File: config.mk
export PLATFORM = sky130hd
export DESIGN_NAME = wb_interconnect_flat
export DESIGN_NICKNAME = d
export VERILOG_FILES = /design/src/rtl/wb_interconnect_pkg.sv /design/src/rtl/wb_interconnect_if.sv /design/src/rtl/wb_addr_decoder.sv /design/src/rtl/wb_interconnect.sv /design/src/flat_wrapper.sv
export SDC_FILE = /design/constraint.sdc
export NUM_CORES = 1
export LEC_CHECK = 0
export CORE_AREA = 2 2 123 125
export CTS_CLUSTER_DIAMETER = 100
export DETAILED_ROUTE_END_ITERATION = 6
export DIE_AREA = 0 0 125 127
export PLACE_DENSITY = 0.6
export SETUP_SLACK_MARGIN = 0.5
export SLEW_MARGIN = 20
export SYNTH_ARGS = -nofsm -noshare
export SYNTH_HDL_FRONTEND = slang
export SYNTH_SLANG_ARGS = --single-unit
export TNS_END_PERCENT = 20
File: constraint.sdc
create_clock -name clk -period 3.5 [get_ports clk]
set_input_delay 1.05 -clock clk [delete_from_list [all_inputs] [get_ports clk]]
set_output_delay 1.05 -clock clk [all_outputs]
set_load 0.01 [all_outputs]
File: src/rtl/wb_interconnect_pkg.sv
// Shared address map, FSM state type and sizing helper for the Wishbone interconnect.
// Entries beyond the four populated slaves use an impossible base/mask pair so they never decode.
package wb_interconnect_pkg;

    localparam int MAX_SLAVES = 8;

    localparam logic [31:0] SLAVE_BASE [MAX_SLAVES] = '{
        32'h0000_0000, 32'h1000_0000, 32'h2000_0000, 32'h2000_1000,
        32'h0000_0001, 32'h0000_0001, 32'h0000_0001, 32'h0000_0001
    };

    localparam logic [31:0] SLAVE_MASK [MAX_SLAVES] = '{
        32'hF000_0000, 32'hF000_0000, 32'hFFFF_F000, 32'hFFFF_F000,
        32'h0000_0000, 32'h0000_0000, 32'h0000_0000, 32'h0000_0000
    };

    typedef enum logic [1:0] {
        IDLE,
        WAIT,
        ERR
    } ic_state_t;

    function automatic int idx_width(input int n);
        return (n > 1) ? $clog2(n) : 1;
    endfunction

endpackage

File: src/rtl/wb_interconnect_if.sv
// Master-side and slave-side Wishbone signals of the interconnect; 'slave' is the interconnect's view,
// 'master' is the view of the environment (core controller plus slave devices) driving it.
interface wb_interconnect_if #(
    parameter int NUM_SLAVES = 4
);
    logic [31:0]                  m_adr_i;
    logic [31:0]                  m_dat_i;
    logic [3:0]                   m_sel_i;
    logic                         m_we_i;
    logic                         m_cyc_i;
    logic                         m_stb_i;
    logic [31:0]                  m_dat_o;
    logic                         m_ack_o;
    logic                         m_err_o;
    logic [31:0]                  s_adr_o;
    logic [31:0]                  s_dat_o;
    logic [3:0]                   s_sel_o;
    logic                         s_we_o;
    logic [NUM_SLAVES-1:0]        s_cyc_o;
    logic [NUM_SLAVES-1:0]        s_stb_o;
    logic [NUM_SLAVES-1:0][31:0]  s_dat_i;
    logic [NUM_SLAVES-1:0]        s_ack_i;

    modport slave (
        input  m_adr_i, m_dat_i, m_sel_i, m_we_i, m_cyc_i, m_stb_i, s_dat_i, s_ack_i,
        output m_dat_o, m_ack_o, m_err_o, s_adr_o, s_dat_o, s_sel_o, s_we_o, s_cyc_o, s_stb_o
    );

    modport master (
        output m_adr_i, m_dat_i, m_sel_i, m_we_i, m_cyc_i, m_stb_i, s_dat_i, s_ack_i,
        input  m_dat_o, m_ack_o, m_err_o, s_adr_o, s_dat_o, s_sel_o, s_we_o, s_cyc_o, s_stb_o
    );
endinterface

File: src/rtl/wb_addr_decoder.sv
// Combinational address decoder: zero latency, no flow control; lowest-numbered matching slave wins.
module wb_addr_decoder
    import wb_interconnect_pkg::*;
#(
    parameter int NUM_SLAVES = 4,
    parameter int IDXW       = 2
) (
    input  logic [31:0]     adr,
    output logic            hit,
    output logic [IDXW-1:0] idx
);

    always_comb begin
        hit = 1'b0;
        idx = '0;
        // Scan high to low so the last assignment belongs to the lowest matching index.
        for (int k = NUM_SLAVES - 1; k >= 0; k--) begin
            if ((adr & SLAVE_MASK[k]) == SLAVE_BASE[k]) begin
                hit = 1'b1;
                idx = IDXW'(k);
            end
        end
    end

endmodule

File: src/rtl/wb_interconnect.sv
// Single-master Wishbone interconnect: strobe and ack pass through combinationally, read data follows one cycle later.
// Master stalls until the granted slave acks; unmapped accesses (and, with WB_TIMEOUT_EN, hung ones) end in ack+err.
module wb_interconnect
    import wb_interconnect_pkg::*;
#(
    parameter int          NUM_SLAVES     = 4,
    parameter int          TIMEOUT_CYCLES = 255,
    parameter logic [31:0] DEFAULT_RDATA  = 32'hDEAD_BEEF
) (
    input  logic              clk,
    input  logic              reset_n,
    wb_interconnect_if.slave  bus
);

    localparam int IDXW = idx_width(NUM_SLAVES);

    ic_state_t             state_q, state_d;
    logic [IDXW-1:0]       grant_q, grant_d;
    logic [IDXW-1:0]       rsel_q, ack_idx;
    logic                  rerr_q;
    logic                  req, dec_hit, ack, err;
    logic [IDXW-1:0]       dec_idx;
    logic [NUM_SLAVES-1:0] sel;

    assign req = bus.m_cyc_i & bus.m_stb_i;

    wb_addr_decoder #(
        .NUM_SLAVES (NUM_SLAVES),
        .IDXW       (IDXW)
    ) u_dec (
        .adr (bus.m_adr_i),
        .hit (dec_hit),
        .idx (dec_idx)
    );

`ifdef WB_TIMEOUT_EN
    localparam int TW = $clog2(TIMEOUT_CYCLES + 1);
    logic [TW-1:0] timer_q;

    always_ff @(posedge clk) begin
        if (!reset_n || state_q != WAIT || ack) begin
            timer_q <= '0;
        end else begin
            timer_q <= timer_q + 1'b1;
        end
    end
`endif

    always_comb begin
        state_d = state_q;
        grant_d = grant_q;
        ack_idx = grant_q;
        sel     = '0;
        ack     = 1'b0;
        err     = 1'b0;
        case (state_q)
            IDLE: begin
                if (req && dec_hit) begin
                    sel[dec_idx] = 1'b1;
                    ack_idx      = dec_idx;
                    if (bus.s_ack_i[dec_idx]) begin
                        ack = 1'b1;
                    end else begin
                        state_d = WAIT;
                        grant_d = dec_idx;
                    end
                end else if (req) begin
                    ack = 1'b1;
                    err = 1'b1;
                end
            end
            WAIT: begin
                if (!req) begin
                    state_d = IDLE;
                end else begin
                    // Address is ignored here: the slave owns the cycle until it acks.
                    sel[grant_q] = 1'b1;
                    if (bus.s_ack_i[grant_q]) begin
                        ack     = 1'b1;
                        state_d = IDLE;
                    end
`ifdef WB_TIMEOUT_EN
                    // Timer reaches TIMEOUT_CYCLES-1 at this edge with still no ack.
                    else if (timer_q == TW'(TIMEOUT_CYCLES - 2)) begin
                        state_d = ERR;
                    end
`endif
                end
            end
`ifdef WB_TIMEOUT_EN
            ERR: begin
                ack     = 1'b1;
                err     = 1'b1;
                state_d = IDLE;
            end
`endif
            default: state_d = IDLE;
        endcase
    end

    always_ff @(posedge clk) begin
        if (!reset_n) begin
            state_q <= IDLE;
            grant_q <= '0;
            rsel_q  <= '0;
            rerr_q  <= 1'b0;
        end else begin
            state_q <= state_d;
            grant_q <= grant_d;
            if (ack) begin
                rsel_q <= ack_idx;
                rerr_q <= err;
            end
        end
    end

    assign bus.s_adr_o = bus.m_adr_i;
    assign bus.s_dat_o = bus.m_dat_i;
    assign bus.s_sel_o = bus.m_sel_i;
    assign bus.s_we_o  = bus.m_we_i;
    assign bus.s_cyc_o = sel;
    assign bus.s_stb_o = sel;
    assign bus.m_ack_o = ack;
    assign bus.m_err_o = err;
    assign bus.m_dat_o = rerr_q ? DEFAULT_RDATA : bus.s_dat_i[rsel_q];

endmodule

File: src/flat_wrapper.sv
// flat-port wrapper written by rule: the top's interface ports become plain ports
module wb_interconnect_flat import wb_interconnect_pkg::*;
#(
    parameter int          NUM_SLAVES     = 4,
    parameter int          TIMEOUT_CYCLES = 255,
    parameter logic [31:0] DEFAULT_RDATA  = 32'hDEAD_BEEF
)
  (clk, reset_n, bus_m_adr_i, bus_m_dat_i, bus_m_sel_i, bus_m_we_i, bus_m_cyc_i, bus_m_stb_i, bus_s_dat_i, bus_s_ack_i, bus_m_dat_o, bus_m_ack_o, bus_m_err_o, bus_s_adr_o, bus_s_dat_o, bus_s_sel_o, bus_s_we_o, bus_s_cyc_o, bus_s_stb_o);
  wb_interconnect_if #(.NUM_SLAVES(NUM_SLAVES)) bus_i ();
  input  logic clk;
  input  logic reset_n;
  input wire logic [$bits(bus_i.m_adr_i)-1:0] bus_m_adr_i;
  input wire logic [$bits(bus_i.m_dat_i)-1:0] bus_m_dat_i;
  input wire logic [$bits(bus_i.m_sel_i)-1:0] bus_m_sel_i;
  input wire logic [$bits(bus_i.m_we_i)-1:0] bus_m_we_i;
  input wire logic [$bits(bus_i.m_cyc_i)-1:0] bus_m_cyc_i;
  input wire logic [$bits(bus_i.m_stb_i)-1:0] bus_m_stb_i;
  input wire logic [$bits(bus_i.s_dat_i)-1:0] bus_s_dat_i;
  input wire logic [$bits(bus_i.s_ack_i)-1:0] bus_s_ack_i;
  output wire logic [$bits(bus_i.m_dat_o)-1:0] bus_m_dat_o;
  output wire logic [$bits(bus_i.m_ack_o)-1:0] bus_m_ack_o;
  output wire logic [$bits(bus_i.m_err_o)-1:0] bus_m_err_o;
  output wire logic [$bits(bus_i.s_adr_o)-1:0] bus_s_adr_o;
  output wire logic [$bits(bus_i.s_dat_o)-1:0] bus_s_dat_o;
  output wire logic [$bits(bus_i.s_sel_o)-1:0] bus_s_sel_o;
  output wire logic [$bits(bus_i.s_we_o)-1:0] bus_s_we_o;
  output wire logic [$bits(bus_i.s_cyc_o)-1:0] bus_s_cyc_o;
  output wire logic [$bits(bus_i.s_stb_o)-1:0] bus_s_stb_o;
  assign bus_i.m_adr_i = bus_m_adr_i;
  assign bus_i.m_dat_i = bus_m_dat_i;
  assign bus_i.m_sel_i = bus_m_sel_i;
  assign bus_i.m_we_i = bus_m_we_i;
  assign bus_i.m_cyc_i = bus_m_cyc_i;
  assign bus_i.m_stb_i = bus_m_stb_i;
  assign bus_i.s_dat_i = bus_s_dat_i;
  assign bus_i.s_ack_i = bus_s_ack_i;
  assign bus_m_dat_o = bus_i.m_dat_o;
  assign bus_m_ack_o = bus_i.m_ack_o;
  assign bus_m_err_o = bus_i.m_err_o;
  assign bus_s_adr_o = bus_i.s_adr_o;
  assign bus_s_dat_o = bus_i.s_dat_o;
  assign bus_s_sel_o = bus_i.s_sel_o;
  assign bus_s_we_o = bus_i.s_we_o;
  assign bus_s_cyc_o = bus_i.s_cyc_o;
  assign bus_s_stb_o = bus_i.s_stb_o;
  wb_interconnect #(.NUM_SLAVES(NUM_SLAVES), .TIMEOUT_CYCLES(TIMEOUT_CYCLES), .DEFAULT_RDATA(DEFAULT_RDATA)) u_core (.clk(clk), .reset_n(reset_n), .bus(bus_i));
endmodule
==> impl_metrics.yaml <==
status:
  status: "complete, no violations"
route:
  final_antenna_net_count: 0
  vias: 2396
  avgViaCountPerCell: 4.110
  drc: 0
  drtPass1Iterations: 4
  wire_per_inst_um: 16.98
  wl_mm: 9.900
  drt_iter0_drc: 55
layout:
  multiInputGateArea_um2: 1469
  finish.net_count: 606
  postLayoutCoreUtil_pct: 30.00
  diodes: 0
  final_area_um2: 4327
  fin_cells: 583
  num-fill-cells: 1519
  area_growth_pct: 113.1
  seqCellArea_um2: 122.6
  drive_gt1_share_pct: 53.13
floorplan:
  die_width_um: 125
  die-area_um2: 15880
  initial_core_util_pct: 14.08
  placement_rows: 44
  die_h_um: 127
  ios: 316
  core_um2: 14420
setup_path:
  r2r_cells: 5
  reg2reg_from: "u_core.grant_q[0]$_SDFFE_PN0P_"
  r2r_end: "u_core.rsel_q[0]$_SDFFE_PN0P_"
  regToRegSetupSlack_ns: 1.53
  endpoint_kind: "output port"
  critical_path_class: "input port to output port"
  cp_max_fo: 1
  cp.required_ns: 2.45
  arrival_ns: 2.35
  critPathLaunchType: "input port"
global_routing:
  antenna_found_initial: 0
  grt_overflow: 0
  track_usage_pct: 11.26
  grt_pass1_wl_mm: 14.35
  grt_pass1_vias: 2657
  grt_start_max_net_pins: 33
timing:
  holdWs_ns: 0.6196
  skew_ns: 0.001774
  setup_viol: 0
  min_period_ns: 3.396
  worstMarginPinSlew_ns: 0.3663
  finalHoldViolations: 0
  period_share_pct: 97.04
  final_max_slew_viol_count: 0
  slew_headroom_pct: 75.55
  rsz0062_at_grt: "yes"
  max_freq_mhz: 294.4
yosys:
  synth.avg_cell_area_um2: 9.579
  netlist_area_um2: 2031
  synth_seq_area_share_pct: 5.915
  ys.flop_type: "dfxtp_1"
  yosysWarnings: 0
  ys_seq_elements: 6
  synth_fp_nets: 417
  synthArstFlopShare_pct: 0
  synth_enable_flop_cells: 0
  synthCells: 212
  ys_types: 36
clock_network:
  clk_path_buf_depth: 2
  cts_tree: "done"
  cts_buffers: 3
  h-tree-depth: 1
  root_buffer: "clkbuf_16"
  path_clk_slew_ns: 0.03
  cts_sinks: 6
  clock_latency_ns: 0.23
placed_design:
  placed_area_um2: 4167
  placed_cells: 561
  hpwl_mm: 8.093
  io_buffers: 217
  gp_congestion: 0.8639
power_and_ir_drop:
  irDropWorstVdd_mv: 0.1208
  powerDensity_nw_per_um2: 175.8
  leakagePower_nw: 1.737
min_path:
  hold_path_startpoint: "u_core.grant_q[1]$_SDFFE_PN0P_"
  hold_depth: 2
  min_to: "u_core.rsel_q[1]$_SDFFE_PN0P_"
  hp-class: "register to register"
run:
  maxCapViolCount: 0
-- stage by stage --
step / worst slack (ns) / power, mW / setup TNS [ns]
3_5_place_dp: -0.5920 / 0.6130 / -11.82
5_1_grt: 0.07572 / 0.8024 / 0
6_report: 0.1037 / 0.7605 / 0
3_3_place_gp: -0.5776 / 0.6068 / -11.35
4_1_cts: 0.09944 / 0.7651 / 0
2_1_floorplan: 0.3963 / 0.3302 / 0
-- cells in the mapped netlist, drive strengths merged, types with 2 or more instances --
cell	count	area share (%)
a21oi	2	0.49
a311oi	2	1.2
and2	2	0.74
buf	77	28
clkbuf	8	1.5
dfxtp	6	5.9
inv	2	0.37
mux2i	2	0.99
mux4	33	37
nand2	9	1.7
nand3	4	0.99
nor2	5	0.92
nor2b	8	2.5
nor3	4	0.99
nor4	3	1.5
o211a	2	0.99
o21ai	5	1.2
or2	25	7.8
-- flip-flops by register name (all words and copies together), names as in the netlist --
| name | cells |
|---|---|
| u_core.rerr_q | 1 |
| u_core.rsel_q | 2 |
| u_core.grant_q | 2 |
| u_core.state_q | 1 |
-- timing repair --
item | 4_1_cts | 5_1_grt
buffers inserted | 18 | 1
pin swaps | 18 | 15
hold buffers | 0 | 0
setup endpoints to repair | 62 | 49
resized for setup | 299 | 54
-- worst max-delay path, cell delays in order --
cell and delay (ns):
clkdlybuf4s50_1 0.43, mux4_2 0.48, nor2b_1 0.14, clkdlybuf4s15_1 0.25
-- kinds of logic (layout without fill, tap and decap cells) --
kind of cell / after synthesis / count (layout) / share of synthesized area [%]
and+or+nand+nor: 64 / 64 / 19.04
AOI/OAI and AO/OA: 19 / 19 / 7.086
muxes: 36 / 36 / 38.14
DFF: 6 / 6 / 5.915
buffers and inverters: 87 / 274 / 29.82
-- routing by layer --
layer / up-vias / part of all wire [%] / GRT usage (%)
met2: 180 / 51 / 20.81
met5: - / 0 / 0
met4: 0 / 0.66 / 0.7843
li1: 1085 / - / -
met3: 8 / 11 / 4.313
met1: 1123 / 38 / 12.91
-- worst max-delay path by stage --
stage	startpoint	to	slack (ns)	depth (start not counted)
4_1_cts	bus_m_adr_i[25]	bus_m_ack_o	0.1	7
3_3_place_gp	bus_m_adr_i[20]	bus_m_ack_o	-0.58	6
2_1_floorplan	bus_m_adr_i[20]	bus_s_stb_o[3]	0.40	6
3_5_place_dp	bus_m_adr_i[20]	bus_m_ack_o	-0.59	6
6_report	bus_s_dat_i[118]	bus_m_dat_o[22]	0.10	4
5_1_grt	bus_m_adr_i[16]	bus_m_ack_o	0.08	7
-- report_power, final --
| group | internal, mW | switching [mW] |
|---|---|---|
| logic | 0.332 | 0.172 |
| registers | 0.0717 | 0.00248 |
| clock network | 0.146 | 0.0356 |
| total | 0.550 | 0.211 |
-- area by class of cell --
type | count | area share (%)
timing repair buffer | 269 | 55.99
multi-input combinational | 119 | 33.95
tap | 184 | 5.321
sequential | 6 | 2.834
clock buffer | 3 | 1.735
inverter | 2 | 0.1735
-- placed cells by master, fill, tap and decap left out, types with 2 or more instances in the layout --
cell type,count
o21ai_0,2
o21ai_4,2
clkdlybuf4s50_1,129
clkdlybuf4s15_1,7
or2_2,19
nor2_1,4
nor4_4,3
nand3_2,3
inv_1,2
nand2_4,2
buf_6,34
nor3_2,3
nand2_1,5
dlygate4sd2_1,10
or2_4,6
dfxtp_1,4
nor2b_1,8
o211a_1,2
clkbuf_2,11
buf_8,2
dfxtp_2,2
buf_4,39
nand2_2,2
clkdlybuf4s15_2,2
mux2i_1,2
mux4_2,33
clkbuf_16,3
buf_2,34
No activity file was read; power rests on OpenSTA's default activity.
